===== src/rtl/seq_det_ctrl.sv =====
// seq_det_ctrl: run-time controller for a serial pattern detector.
// Holds a programmable pattern (1..MAX_LEN bits, overlapping or non-overlapping detection),
// accepts a valid/ready bit stream into a history shifter, counts matches and raises a
// sticky interrupt when the match count reaches a programmed threshold.
//
// Ports:
//   clk, reset          clock (rising edge) and asynchronous active-high reset
//   cfg_we              config write strobe, honoured in IDLE only
//   cfg_pattern/len     pattern (bit [len-1] is received first) and its length
//   cfg_overlap         1 = overlapping detection, 0 = non-overlapping
//   cfg_thresh          match count that moves RUN to DONE; 0 = never
//   cfg_err             1-cycle pulse on an illegal length or a write outside IDLE
//   start/stop/irq_clr  IDLE->RUN, RUN->IDLE, DONE->IDLE
//   bit_valid/bit_in    serial input; bit_ready is high only in RUN
//   det_pulse           1-cycle pulse the cycle after the bit completing a match
//   match_cnt           saturating match count since the last start
//   irq, busy           sticky DONE interrupt; high in RUN or DONE
module seq_det_ctrl #(
  parameter int unsigned MAX_LEN = 8,
  parameter int unsigned CNT_W   = 8
) (
  input  logic                         clk,
  input  logic                         reset,
  input  logic                         cfg_we,
  input  logic [MAX_LEN-1:0]           cfg_pattern,
  input  logic [$clog2(MAX_LEN+1)-1:0] cfg_len,
  input  logic                         cfg_overlap,
  input  logic [CNT_W-1:0]             cfg_thresh,
  output logic                         cfg_err,
  input  logic                         start,
  input  logic                         stop,
  input  logic                         irq_clr,
  input  logic                         bit_valid,
  input  logic                         bit_in,
  output logic                         bit_ready,
  output logic                         det_pulse,
  output logic [CNT_W-1:0]             match_cnt,
  output logic                         irq,
  output logic                         busy
);

  localparam int unsigned LenW = $clog2(MAX_LEN + 1);

  typedef enum logic [1:0] {StIdle, StRun, StDone} state_e;

  state_e               state_q;
  logic [MAX_LEN-1:0]   pattern_q;
  logic [LenW-1:0]      len_q;
  logic                 overlap_q;
  logic [CNT_W-1:0]     thresh_q;
  // The oldest history bit is never compared after a shift, so only MAX_LEN-1 bits are kept.
  logic [MAX_LEN-2:0]   hist_q;
  logic [LenW-1:0]      fill_q;

  logic                 accept;
  logic [MAX_LEN-1:0]   hist_shift;
  logic [MAX_LEN-1:0]   len_mask;
  logic [LenW-1:0]      fill_inc;
  logic                 match;
  logic [CNT_W-1:0]     cnt_inc;
  logic                 thresh_hit;
  logic                 cfg_ok;

  // Match is evaluated on the post-shift history so det_pulse lands one cycle after the bit.
  always_comb begin
    accept     = (state_q == StRun) && bit_valid;
    hist_shift = {hist_q, bit_in};
    fill_inc   = (fill_q == LenW'(MAX_LEN)) ? fill_q : fill_q + LenW'(1);
    for (int i = 0; i < int'(MAX_LEN); i++) begin
      len_mask[i] = (i < int'(len_q));
    end
    match      = accept && (fill_inc >= len_q) &&
                 (((hist_shift ^ pattern_q) & len_mask) == '0);
    cnt_inc    = (&match_cnt) ? match_cnt : match_cnt + CNT_W'(1);
    thresh_hit = match && (thresh_q != '0) && (cnt_inc == thresh_q);
    cfg_ok     = (cfg_len != '0) && (cfg_len <= LenW'(MAX_LEN));
  end

  always_ff @(posedge clk or posedge reset) begin
    if (reset) begin
      state_q   <= StIdle;
      pattern_q <= '0;
      len_q     <= LenW'(1);
      overlap_q <= 1'b0;
      thresh_q  <= '0;
      hist_q    <= '0;
      fill_q    <= '0;
      det_pulse <= 1'b0;
      match_cnt <= '0;
      irq       <= 1'b0;
      cfg_err   <= 1'b0;
    end else begin
      det_pulse <= 1'b0;
      cfg_err   <= 1'b0;

      if (cfg_we) begin
        if ((state_q == StIdle) && cfg_ok) begin
          pattern_q <= cfg_pattern;
          len_q     <= cfg_len;
          overlap_q <= cfg_overlap;
          thresh_q  <= cfg_thresh;
        end else begin
          cfg_err <= 1'b1;
        end
      end

      unique case (state_q)
        StIdle: begin
          if (start) begin
            state_q   <= StRun;
            hist_q    <= '0;
            fill_q    <= '0;
            match_cnt <= '0;
          end
        end
        StRun: begin
          if (accept) begin
            hist_q <= hist_shift[MAX_LEN-2:0];
            fill_q <= fill_inc;
          end
          if (match) begin
            det_pulse <= 1'b1;
            match_cnt <= cnt_inc;
            // Non-overlapping: the matched bits may not seed the next match.
            if (!overlap_q) begin
              hist_q <= '0;
              fill_q <= '0;
            end
          end
          // An abort takes priority over reaching the threshold on the same edge.
          if (stop) begin
            state_q <= StIdle;
          end else if (thresh_hit) begin
            state_q <= StDone;
            irq     <= 1'b1;
          end
        end
        StDone: begin
          if (irq_clr) begin
            state_q <= StIdle;
            irq     <= 1'b0;
          end
        end
        default: state_q <= StIdle;
      endcase
    end
  end

  assign bit_ready = (state_q == StRun);
  assign busy      = (state_q != StIdle);

endmodule


===== config.mk =====
export PLATFORM = sky130hd
export DESIGN_NAME = seq_det_ctrl
export DESIGN_NICKNAME = d
export VERILOG_FILES = /design/src/rtl/seq_det_ctrl.sv
export SDC_FILE = /design/constraint.sdc
export NUM_CORES = 1
export LEC_CHECK = 0
export CORE_MARGIN = 3
export CORE_UTILIZATION = 50
export DETAILED_ROUTE_END_ITERATION = 6
export GPL_TIMING_DRIVEN = 0
export PLACE_DENSITY = 0.77
export SLEW_MARGIN = 25
export SYNTH_ARGS = -nofsm -noshare
export SYNTH_HDL_FRONTEND = slang
export SYNTH_SLANG_ARGS = --single-unit
export TNS_END_PERCENT = 10

===== constraint.sdc =====
create_clock -name clk -period 6.6 [get_ports clk]
set_clock_uncertainty 0.15 [all_clocks]
set_input_delay 0.66 -clock clk [delete_from_list [all_inputs] [get_ports clk]]
set_output_delay 0.66 -clock clk [all_outputs]
set_load 0.03 [all_outputs]

Yosys cells after proc, flatten, opt, wreduce, memory -nomap -nowiden
Index checks and enable logic that the tools add are counted.
Storage, ports and cells
  bits of input ports: 29
  output and inout port bits: 13
  latch bits: 0
  word-level logic and storage cells: 83
  register bits: 45
  memories: 0
  memory bits (writable): 0
  memory bits (read-only): 0
Cells by class
  divide/modulo/power cells: 0
  multiplexer cells: 28
  magnitude comparators: 10
  eq/ne operators: 10
  bitwise operators: 2
  multipliers: 0
  shift operators: 0
  add/sub/neg operators: 2
  reduce and logical (&&, ||, !) cells: 20
Operator list (count)
  two-way mux 7 bit: 4
  two-way mux 8 bit: 3
  two-way mux 4 bit: 5
  less-than comparator 3 x 4 -> 1 bit, first input constant: 4
  one-hot mux 8 bit (2 select lines): 1
  one-hot mux 7 bit (2 select lines): 1
  adder 8 x 1 -> 8 bit, second input constant: 1
  AND 8 bit: 1
  equality test 8 bit: 1
  zero test 8 bit: 1
  less-than comparator 1 x 4 -> 1 bit, first input constant: 2
  less-than comparator 2 x 4 -> 1 bit, first input constant: 2
  two-way mux 2 bit: 4
  one-hot mux 4 bit (2 select lines): 1
  AND reduction 8 bit: 1
  nonzero test 8 bit: 1
  XOR 8 bit: 1
  logical AND 1 bit: 7
  two-way mux 1 bit: 7
  inequality test 2 bit, second input constant: 3
  one-hot mux 2 bit (3 select lines): 1
  AND reduction 3 bit: 2
  nonzero test 2 bit: 3
  adder 4 x 1 -> 4 bit, second input constant: 1
  12 further kinds: 14

Longest topological paths before layout
Gate-level depths: netlist (run 1).
  word-level depth: 10
  depth in mapped cells: 14
  mapped depth without buffers: 13

Least setup slack after synthesis (run 1)
No wires, ideal clock.
  kind: register to register
  from: register fill_q[0]
  to: register state_q[1]
  setup slack: 3.655 ns
  data required time: 6.376 ns
  arrival: 2.721 ns
  buffers on the path: 0
  cell stages (with the launch flop): 14
  library setup time: 0.074 ns
  clock period less this slack: 2.945 ns
  path through: dfrtp_1 -> inv_1 -> ha_1 -> nand2_1 -> nor2_1 -> xnor2_1 -> ha_1 -> nand2b_1 -> a2111oi_0 -> or4_1 -> a211oi_4 -> nand2_2 -> or4_4 -> o21ai_2
On the way
  word-level cells in the longest chain between the ends: 9
  elaborated cells on any way between the ends: 10
  classes of those cells: add/sub: 1; order compare: 1; eq/ne: 2; mux: 1; reduce/logical: 5
Ends and longest elaborated chain
  from (decl): RTL line 53  | logic [LenW-1:0] fill_q;
  from (signal assigned): RTL line 119  | fill_q <= fill_inc;
  adder 4 x 1 -> 4 bit / equality test 4 bit (equally long branches): RTL line 68  | fill_inc = (fill_q == LenW'(MAX_LEN)) ? fill_q : fill_q + LenW'(1);
  two-way mux 4 bit *: RTL line 68
  greater-or-equal comparator 4 bit *: RTL line 72  | match = accept && (fill_inc >= len_q) &&
  logical AND 1 bit * (2 in series): RTL line 72
  logical AND 1 bit * (2 in series): RTL line 75  | thresh_hit = match && (thresh_q != '0) && (cnt_inc == thresh_q);
  inequality test 3 x 2 -> 1 bit (no source line) *
  AND reduction 3 bit (no source line) *
  to (signal assigned): RTL line 81  | state_q <= StIdle;
  to (signal assigned): RTL line 110  | state_q <= StRun;
  to (signal assigned): RTL line 132  | state_q <= StIdle;
  to (decl): RTL line 46  | state_e state_q;
Every way passes the cells marked *; elsewhere a longest branch is shown, timed or not.
A chain may end at the register's enable or synchronous reset.

Worst setup path in the final report (run 1)
Ends and elaborated chain as after synthesis.

==> flow_metrics.tcl, run 1 <==
set metrics [dict create \
    outcome "complete, no violations" \
    whs_path_depth 2 \
    r2r_cells 13 \
    path_class "flop to flop" \
    gp_congestion 0.8696 \
    vdd_drop_max_mv 0.1768 \
    cp.arrival_ns 3.29 \
    hold_viol 0 \
    power_frac_comb_pct 28.0 \
    initial_core_util_pct 52.16 \
    drt_iter0_drc 99 \
    cts_made_buffers 5 \
    seq_area_frac_synth_pct 45.16 \
    antenna_found_initial 0 \
    fmax_mhz 311.4 \
    placeableCoreArea_um2 4786 \
    crit_required_ns 6.68 \
    overflow 0 \
    gr-usage-all-layers_pct 17.74 \
    drc_errors 0 \
    worstReg2RegStart "fill_q[0]$_DFFE_PP0P_" \
    postCtsSetupBuffers 0 \
    start_kind "flop" \
    mappedNetlistArea_um2 2496 \
    utilization_pct 65.31 \
    syn_area_per_cell_um2 10.62 \
    via_per_inst 5.582 \
    tritoncts "yes" \
    totalWireLength_mm 5.019 \
    power_density_nw_per_um2 264.2 \
    crit_start "fill_q[0]$_DFFE_PP0P_" \
    yosys.cell_types.count 50 \
    p_clk_share_pct 25.3 \
    p_leak_nw 1.305 \
    insertedDiodeCount 0 \
    nets 320 \
    ctsHoldBuffers 0 \
    syn_nets 271 \
    worstHoldStart "irq$_DFFE_PP0P_" \
    p_sw_uw 260.3 \
    post_cts_resized 0 \
    power.total_uw 825.8 \
    vias 1965 \
    die_h_um 76.66 \
    r2r-end "state_q[1]$_DFFE_PP0P_" \
    period_minus_slack_ns 3.212 \
    cts_buffer_depth 2 \
    crit_end "state_q[1]$_DFFE_PP0P_" \
    met3_length_um 262 \
    die_w_um 76.66 \
    grt_first_pass_wirelength_mm 8.507 \
    dp_hpwl_mm 3.938 \
    endpoint_kind "flop" \
    switching_share_pct 31.52 \
    root_buffer "clkbuf_8" \
    htreeDepth 2 \
    dr.max_layer_used "met4" \
    setup_viol 0 \
    wl_met2_mm 2.291 \
    syn_inst 235 \
    grt_max_degree 31 \
    critPathMaxFanout 5 \
    cts.sinks 45 \
    areaGrowthSynthToFinish_pct 25.21 \
    tns_ns 0 \
    first_pass_iters 4 \
    clkTransAtPathRegs_ns 0.08 \
    min_path_type "flop to flop" \
    tightest_slew_ns 0.6531 \
    grt_pass1_vias 1848 \
    ant_nets 0 \
    rsz0062_at_grt "false" \
    io_buffers 41 \
    maxCapViolCount 0 \
    wl_per_cell_um 14.26 \
    ys_seq_elements 45 \
    seqPwrFrac_pct 46.7 \
    drive_gt1_share_pct 15.79 \
    slew_headroom_pct 56.30 \
    wirelength_met1_mm 2.401 \
    final_max_slew_viol_count 0 \
    r2r_slack_ns 3.39 \
    p_int_uw 565.5 \
    placement_rows 25 \
    fin_crit_sh_pct 48.66 \
    clk_latency_ns 0.30 \
    die_area_um2 5876 \
    ioPinCount 42 \
    ys_warn_count 0 \
]
power groups by stage:
stage	combinational [mW]	clock [mW]	sequential, mW
CTS	0.234	0.213	0.386
floorplan	0.172	0	0.376
global placement	0.221	0	0.387
finish	0.231	0.209	0.386
global route	0.258	0.225	0.396
detailed placement	0.232	0	0.391
cell usage after synthesis, drive strengths merged:
cell type / count / area (um2)
xor2: 6 / 52.55
mux2i: 4 / 40.04
nor3: 5 / 25.02
a32oi: 1 / 8.760
nor4: 3 / 18.77
o211ai: 1 / 7.510
o22ai: 2 / 12.51
and2: 3 / 21.27
inv: 11 / 41.29
a22o: 10 / 87.58
buf: 5 / 28.78
a21boi: 1 / 7.510
a311oi: 2 / 17.52
nor2b: 2 / 12.51
nand4: 4 / 25.02
o21ai: 13 / 72.57
a31o: 1 / 8.760
a211oi: 5 / 50.05
or2: 1 / 6.260
xnor2: 12 / 105.1
or4: 2 / 18.77
ha: 7 / 87.58
nand3: 6 / 30.03
nand2: 15 / 58.81
mux2: 21 / 236.5
dfrtp: 44 / 1101
a211o: 1 / 8.760
and2b: 2 / 15.01
and4: 1 / 8.760
a2111oi: 2 / 36.29
nor2: 13 / 48.80
dfstp: 1 / 26.28
o211a: 1 / 10.01
o21a: 2 / 15.01
a31oi: 4 / 25.02
nand2b: 3 / 18.77
clkbuf: 5 / 18.77
o41ai: 1 / 8.760
and3: 3 / 18.77
a21oi: 7 / 35.03
or3: 1 / 6.260
or4b: 1 / 13.76
metrics by stage:
step                instance area, um2  instances  hold WS, ns  setup WS [ns]
finish                            3126        352       0.3574          3.388
global route                      3126        352       0.4030          3.109
CTS                               3126        352       0.3627          3.374
detailed placement                3010        344       0.3453          3.423
global placement                  2990        343       0.3395          3.484
floorplan                         2496        235       0.3301          3.655
critical path, cell delays in order, from the launching register on:
cell and delay [ns]:
dfrtp_1 0.45, inv_1 0.10, ha_1 0.21, nand2_1 0.10
nand2_1 0.06, mux2i_1 0.22, ha_1 0.22, o21a_1 0.12
o22ai_1 0.06, or4_1 0.52, a211oi_4 0.24, nand2_2 0.08
or4_4 0.53, o21ai_2 0.07
flip-flops by register name (all words and copies together) (netlist names), 2 cells and up:
| signal | count |
|---|---|
| fill_q | 4 |
| hist_q | 7 |
| len_q | 4 |
| state_q | 2 |
| pattern_q | 8 |
| thresh_q | 8 |
| match_cnt | 8 |
layout make-up:
cell class,instances,area [um2]
clock inverters,3,46.29
multi-input cells,169,1280
well taps,67,83.83
clock buffers,5,68.82
plain buffers,10,47.55
fillers,398,1660
repair buffers,42,430.4
flip-flops and latches,45,1127
inverters,11,41.29
layout by cell type, fill, tap and decap left out, types with 3 or more instances in the layout:
cell type	n
dfrtp_1	44
clkdlybuf4s50_1	41
mux2_2	21
nand2_1	14
nor2_1	13
xnor2_1	12
o21ai_0	11
inv_1	10
a22o_1	10
a21oi_1	7
ha_1	7
xor2_1	6
nand3_1	6
nor3_1	5
clkbuf_1	5
clkbuf_8	5
mux2i_1	4
a31oi_1	4
nand4_1	4
a211oi_1	4
nand2b_1	3
nor4_1	3
and3_1	3
per-layer routing:
layer	vias up	track usage, %
li1	958	-
met1	945	24.26
met2	55	27.86
met3	7	3.991
met4	0	6.159
met5	-	0
how the worst min path moves through the flow:
| stage | end |
|---|---|
| 5_1_grt | irq$_DFFE_PP0P_ |
| 3_3_place_gp | irq$_DFFE_PP0P_ |
| 3_5_place_dp | irq$_DFFE_PP0P_ |
| 4_1_cts | irq$_DFFE_PP0P_ |
| 2_1_floorplan | overlap_q$_DFFE_PP0P_ |
| 6_report | irq$_DFFE_PP0P_ |
cells by family (layout without fill, tap and decap cells):
kind of cell,Yosys count,after routing,share of synthesized area (%)
compound gates,54,54,16.49
xor+xnor,18,18,6.316
fa+ha+maj,7,7,3.509
buf+inv,21,71,3.559
flops,45,45,45.16
mux,25,25,11.08
simple gates,65,65,13.89
(Power assumes the default switching activity.)
==> inputs of run 2 (changes only) <==
Clock period 6.6 ns to 3.3 ns, I/O delays scaled along.
==> flow_metrics.tcl, run 2 (synthesized netlist as in run 1, its figures left out) <==
set metrics [dict create \
    antenna_found_initial 0 \
    cts_made_buffers 5 \
    drc_errors 0 \
    first_pass_iters 4 \
    nets 324 \
    dpl-instance-area_um2 3010 \
    clkTransAtPathRegs_ns 0.08 \
    cts.sinks 45 \
    power.total_mw 1.694 \
    r2r-end "state_q[1]$_DFFE_PP0P_" \
    grt_first_pass_wirelength_mm 8.507 \
    endpoint_kind "flop" \
    layout_common_cells "43 x dfrtp_1, 41 x clkdlybuf4s50_1, 21 x mux2_2, 13 x nand2_1" \
    slew_headroom_pct 64.02 \
    fin_crit_sh_pct 95.82 \
    ant_nets 0 \
    p_int_mw 1.158 \
    final_cells 356 \
    via_per_inst 5.584 \
    crit_family "simple AND/OR/NAND/NOR gates" \
    path_cells "inv_1 > ha_2 > nand2_2 > nor2_1 > xnor2_1 > ha_1 > nand2b_1 > a2111oi_0 > or4_4 > a211oi_4 > nand2_2 > or4_4 > o21ai_2" \
    io_buffers 41 \
    gp_congestion 0.8696 \
    slowest_delay_ns 0.54 \
    crit_required_ns 3.38 \
    tritoncts "yes" \
    layout_commonest_cell "dfrtp_1" \
    r2r_slack_ns 0.14 \
    start_kind "flop" \
    insertedDiodeCount 0 \
    vdd_drop_max_mv 0.3546 \
    cts_buffer_depth 2 \
    tightest_slew_ns 0.5397 \
    ioPinCount 42 \
    root_buffer "clkbuf_8" \
    placeableCoreArea_um2 4786 \
    outcome "complete, no violations" \
    final_max_slew_viol_count 0 \
    worstReg2RegStart "fill_q[0]$_DFFE_PP0P_" \
    critPathBufInv 1 \
    gr-usage-all-layers_pct 17.74 \
    cp.arrival_ns 3.24 \
    die_area_um2 5876 \
    fmax_mhz 316.2 \
    multi_input_area_um2 1297 \
    min_path_type "primary input to asynchronous set/reset pin" \
    period_minus_slack_ns 3.162 \
    setup_viol 0 \
    p_leak_nw 1.329 \
    die_w_um 76.66 \
    totalWireLength_mm 5.202 \
    clk_latency_ns 0.30 \
    initial_core_util_pct 52.16 \
    fill_cells 395 \
    path_class "flop to flop" \
    htreeDepth 2 \
    placement_rows 25 \
    grt_pass1_vias 1848 \
    vias 1988 \
    power_density_nw_per_um2 533.5 \
    r2r_cells 13 \
    layout.area.seq_um2 1129 \
    die_h_um 76.66 \
    stdcell_area_um2 3174 \
    post-place-cells 344 \
    overflow 0 \
    grt_max_degree 31 \
    hold_viol 0 \
    p_sw_uw 535.9 \
    wl_per_cell_um 14.61 \
    seqPwrFrac_pct 45.6 \
    areaGrowthSynthToFinish_pct 27.17 \
    top_regs "match_cnt x8, pattern_q x8, thresh_q x8" \
    switching_share_pct 31.64 \
    power_frac_comb_pct 29.6 \
    drt_iter0_drc 78 \
    dp_hpwl_mm 3.938 \
    p_clk_share_pct 24.7 \
    critical-path-slowest-cell "or4_4" \
    maxCapViolCount 0 \
    drive_gt1_share_pct 19.38 \
    critPathMaxFanout 4 \
]
## run 2: cell type report
type,instances,area share (%)
buffer,10,1.498
sequential,45,35.55
tap,67,2.641
clock buffer,5,2.168
inverter,11,1.301
timing repair buffer,46,14.51
multi-input combinational,169,40.87
clock inverter,3,1.458
## run 2: power groups by stage
stage               Sequential, mW  Clock [mW]  Combinational (mW)
CTS                          0.772       0.426               0.468
global route                 0.792       0.448               0.558
finish                       0.772       0.419               0.502
global placement             0.774           0               0.441
detailed placement           0.782           0               0.464
floorplan                    0.752           0               0.343
## run 2: how the worst max path moves through the flow
stage | startpoint | to | slack, ns | cells past startpoint
2_1_floorplan | fill_q[0]$_DFFE_PP0P_ | state_q[1]$_DFFE_PP0P_ | 0.36 | 13
3_3_place_gp | fill_q[0]$_DFFE_PP0P_ | state_q[1]$_DFFE_PP0P_ | 0.18 | 13
3_5_place_dp | fill_q[0]$_DFFE_PP0P_ | state_q[1]$_DFFE_PP0P_ | 0.12 | 13
4_1_cts | fill_q[0]$_DFFE_PP0P_ | state_q[1]$_DFFE_PP0P_ | 0.07 | 13
5_1_grt | fill_q[0]$_DFFE_PP0P_ | state_q[1]$_DFFE_PP0P_ | -0.04 | 13
6_report | fill_q[0]$_DFFE_PP0P_ | state_q[1]$_DFFE_PP0P_ | 0.14 | 13
## run 2: repair_timing
action	4_1_cts	5_1_grt
setup buffers	0	4
hold endpoints to repair	0	0
endpoints found under the setup margin	0	15
hold buffers	0	0
gates resized for setup	0	7
## run 2: stage by stage
| step | hold slack [ns] | worst slack [ns] | util (%) | setup TNS (ns) |
|---|---|---|---|---|
| after global placement | 0.3395 | 0.1841 | 62.48 | 0 |
| after detailed placement | 0.3453 | 0.1228 | 62.90 | 0 |
| after floorplan | 0.2606 | 0.3552 | - | 0 |
| final | 0.1749 | 0.1378 | 66.33 | 0 |
| after CTS | 0.1788 | 0.07394 | 65.31 | 0 |
| after global routing | 0.2036 | -0.04436 | 66.33 | -0.07443 |
## run 2: metal layers
layer,track usage [%],vias to the layer above,share of wire [%]
met1,24.26,953,46
met4,6.159,0,1.5
met3,3.991,9,5.6
met2,27.86,63,46
met5,0,-,0
li1,-,963,-
## run 2: worst register-to-register path, cell delays in order (launching register included)
cell and delay, ns:
dfrtp_2 0.44, inv_1 0.10, ha_2 0.18, nand2_2 0.07, nor2_1 0.12, xnor2_1 0.08
ha_1 0.27, nand2b_1 0.09, a2111oi_0 0.09, or4_4 0.54, a211oi_4 0.28, nand2_2 0.08
or4_4 0.53, o21ai_2 0.08
==> inputs of run 3 (changes only) <==
Settings changed: CELL_PAD_IN_SITES_DETAIL_PLACEMENT set to 1, CELL_PAD_IN_SITES_GLOBAL_PLACEMENT set to 1, CORE_UTILIZATION 50 to 41, PLACE_DENSITY 0.77 to 0.8.
==> flow_metrics.tcl, run 3 (synthesized netlist as in run 1, its figures left out) <==
set metrics [dict create \
    outcome "complete, no violations" \
    cts_made_buffers 5 \
    hold_viol 0 \
    ctsHoldBuffers 0 \
    post-place-cells 349 \
    seqPwrFrac_pct 45.1 \
    critical-path-slowest-cell "or4_4" \
    slew_headroom_pct 60.01 \
    die_h_um 84.03 \
    dr.max_layer_used "met4" \
    ioPinCount 42 \
    tritoncts "yes" \
    clkTransAtPathRegs_ns 0.08 \
    gp_congestion 0.7862 \
    first_pass_iters 4 \
    p_leak_nw 1.337 \
    areaGrowthSynthToFinish_pct 28.22 \
    die_w_um 84.03 \
    overflow 0 \
    root_buffer "clkbuf_8" \
    clk_latency_ns 0.29 \
    fmax_mhz 314.2 \
    grt_first_pass_wirelength_mm 11.08 \
    p_sw_uw 541.1 \
    totalWireLength_mm 6.527 \
    stdcell_area_um2 3201 \
    vdd_drop_max_mv 0.3095 \
    layout_common_cells "43 x dfrtp_1, 41 x clkdlybuf4s50_1, 21 x mux2_2, 13 x nand2_1" \
    fin_crit_sh_pct 96.44 \
    power_frac_comb_pct 30.2 \
    via_per_inst 5.677 \
    placement_rows 27 \
    drive_gt1_share_pct 20.34 \
    io_buffers 41 \
    antenna_found_initial 0 \
    cts_buffer_depth 2 \
    top_regs "match_cnt x8, pattern_q x8, thresh_q x8" \
    start_kind "flop" \
    tightest_slew_ns 0.5998 \
    die_area_um2 7060 \
    wl_per_cell_um 18.03 \
    wirelength_met1_mm 2.866 \
    slowest_delay_ns 0.55 \
    critPathMaxFanout 4 \
    gr-usage-all-layers_pct 19.54 \
    min_path_type "primary input to asynchronous set/reset pin" \
    met3_length_um 312 \
    initial_core_util_pct 43.72 \
    maxCapViolCount 0 \
    placeableCoreArea_um2 5709 \
    drt_iter0_drc 32 \
    path_cells "inv_2 > ha_2 > nand2_2 > nand2_1 > mux2i_2 > ha_2 > o21a_1 > o22ai_1 > or4_4 > a211oi_4 > nand2_2 > or4_4 > o21ai_2" \
    insertedDiodeCount 0 \
    cts.sinks 45 \
    setup_viol 0 \
    p_int_mw 1.180 \
    path_class "flop to flop" \
    grt_max_degree 26 \
    htreeDepth 2 \
    layout_commonest_cell "dfrtp_1" \
    cp.arrival_ns 3.26 \
    vias 2055 \
    fill_cells 638 \
    ant_nets 0 \
    dp_hpwl_mm 4.928 \
    p_clk_share_pct 24.7 \
    drc_errors 0 \
    crit_required_ns 3.37 \
    wl_met2_mm 3.237 \
    period_minus_slack_ns 3.182 \
    power_density_nw_per_um2 537.8 \
    final_max_slew_viol_count 0 \
    switching_share_pct 31.43 \
    dpl-instance-area_um2 3017 \
    endpoint_kind "flop" \
    final_cells 362 \
    grt_pass1_vias 2188 \
    nets 325 \
]
-- run 3: path summary, 6_finish.rpt --
| check | cells past startpoint | start | slack [ns] | endpoint |
|---|---|---|---|---|
| min | 2 | reset | 0.22 | pattern_q[1]$_DFFE_PP0P_ |
| max | 13 | fill_q[0]$_DFFE_PP0P_ | 0.12 | state_q[1]$_DFFE_PP0P_ |
| min in group clk | 2 | irq$_DFFE_PP0P_ | 0.37 | irq$_DFFE_PP0P_ |
| max in group asynchronous | 3 | reset | 2.21 | len_q[0]$_DFFE_PP1P_ |
| min reg2reg | 2 | irq$_DFFE_PP0P_ | 0.37 | irq$_DFFE_PP0P_ |
| max reg2reg | 13 | fill_q[0]$_DFFE_PP0P_ | 0.12 | state_q[1]$_DFFE_PP0P_ |
-- run 3: layout make-up --
cell class | count | area (um2) | share of cell area, %
Tap cell | 72 | 90.09 | 2.815
Clock buffer | 7 | 86.33 | 2.697
Clock inverter | 1 | 30.03 | 0.9382
Multi-Input combinational cell | 169 | 1309 | 40.89
Timing Repair Buffer | 47 | 467.9 | 14.62
Sequential cell | 45 | 1129 | 35.26
Buffer | 10 | 47.55 | 1.486
Inverter | 11 | 41.29 | 1.290
-- run 3: critical path: cells and delay by family, from the launching register on --
| family | cells | cell delay, ns |
|---|---|---|
| buffers and inverters | 1 | 0.08 |
| AOI/OAI and AO/OA | 4 | 0.54 |
| adders and majority gates | 2 | 0.50 |
| muxes | 1 | 0.08 |
| DFF | 1 | 0.45 |
| and+or+nand+nor | 5 | 1.29 |
-- run 3: metal layers --
layer | up-vias | global-route usage (%)
li1 | 963 | -
met1 | 1024 | 24.81
met2 | 56 | 32.42
met3 | 12 | 4.640
met4 | 0 | 6.725
met5 | - | 0
-- run 3: what timing repair did --
item	4_1_cts	5_1_grt
setup buffers	0	5
gates resized for setup	1	11
endpoints found under the setup margin	10	17
pin swaps	0	4
-- run 3: stage by stage --
stage	hold WS (ns)	util, %	power [mW]	TNS [ns]	setup slack [ns]
3_5_place_dp	0.3640	52.84	1.263	-0.03730	-0.01982
4_1_cts	0.2349	54.92	1.696	0	0.03498
3_3_place_gp	0.3420	52.49	1.225	0	0.1065
2_1_floorplan	0.2606	-	1.095	0	0.3552
5_1_grt	0.2577	56.06	1.831	-0.04662	-0.02597
6_report	0.2202	56.06	1.721	0	0.1176
-- run 3: power by group through the flow --
stage / combinational (mW) / sequential (mW) / clock, mW
final: 0.520 / 0.776 / 0.425
after global routing: 0.577 / 0.794 / 0.460
after CTS: 0.484 / 0.774 / 0.437
after detailed placement: 0.478 / 0.786 / 0
after global placement: 0.449 / 0.776 / 0
after floorplan: 0.343 / 0.752 / 0
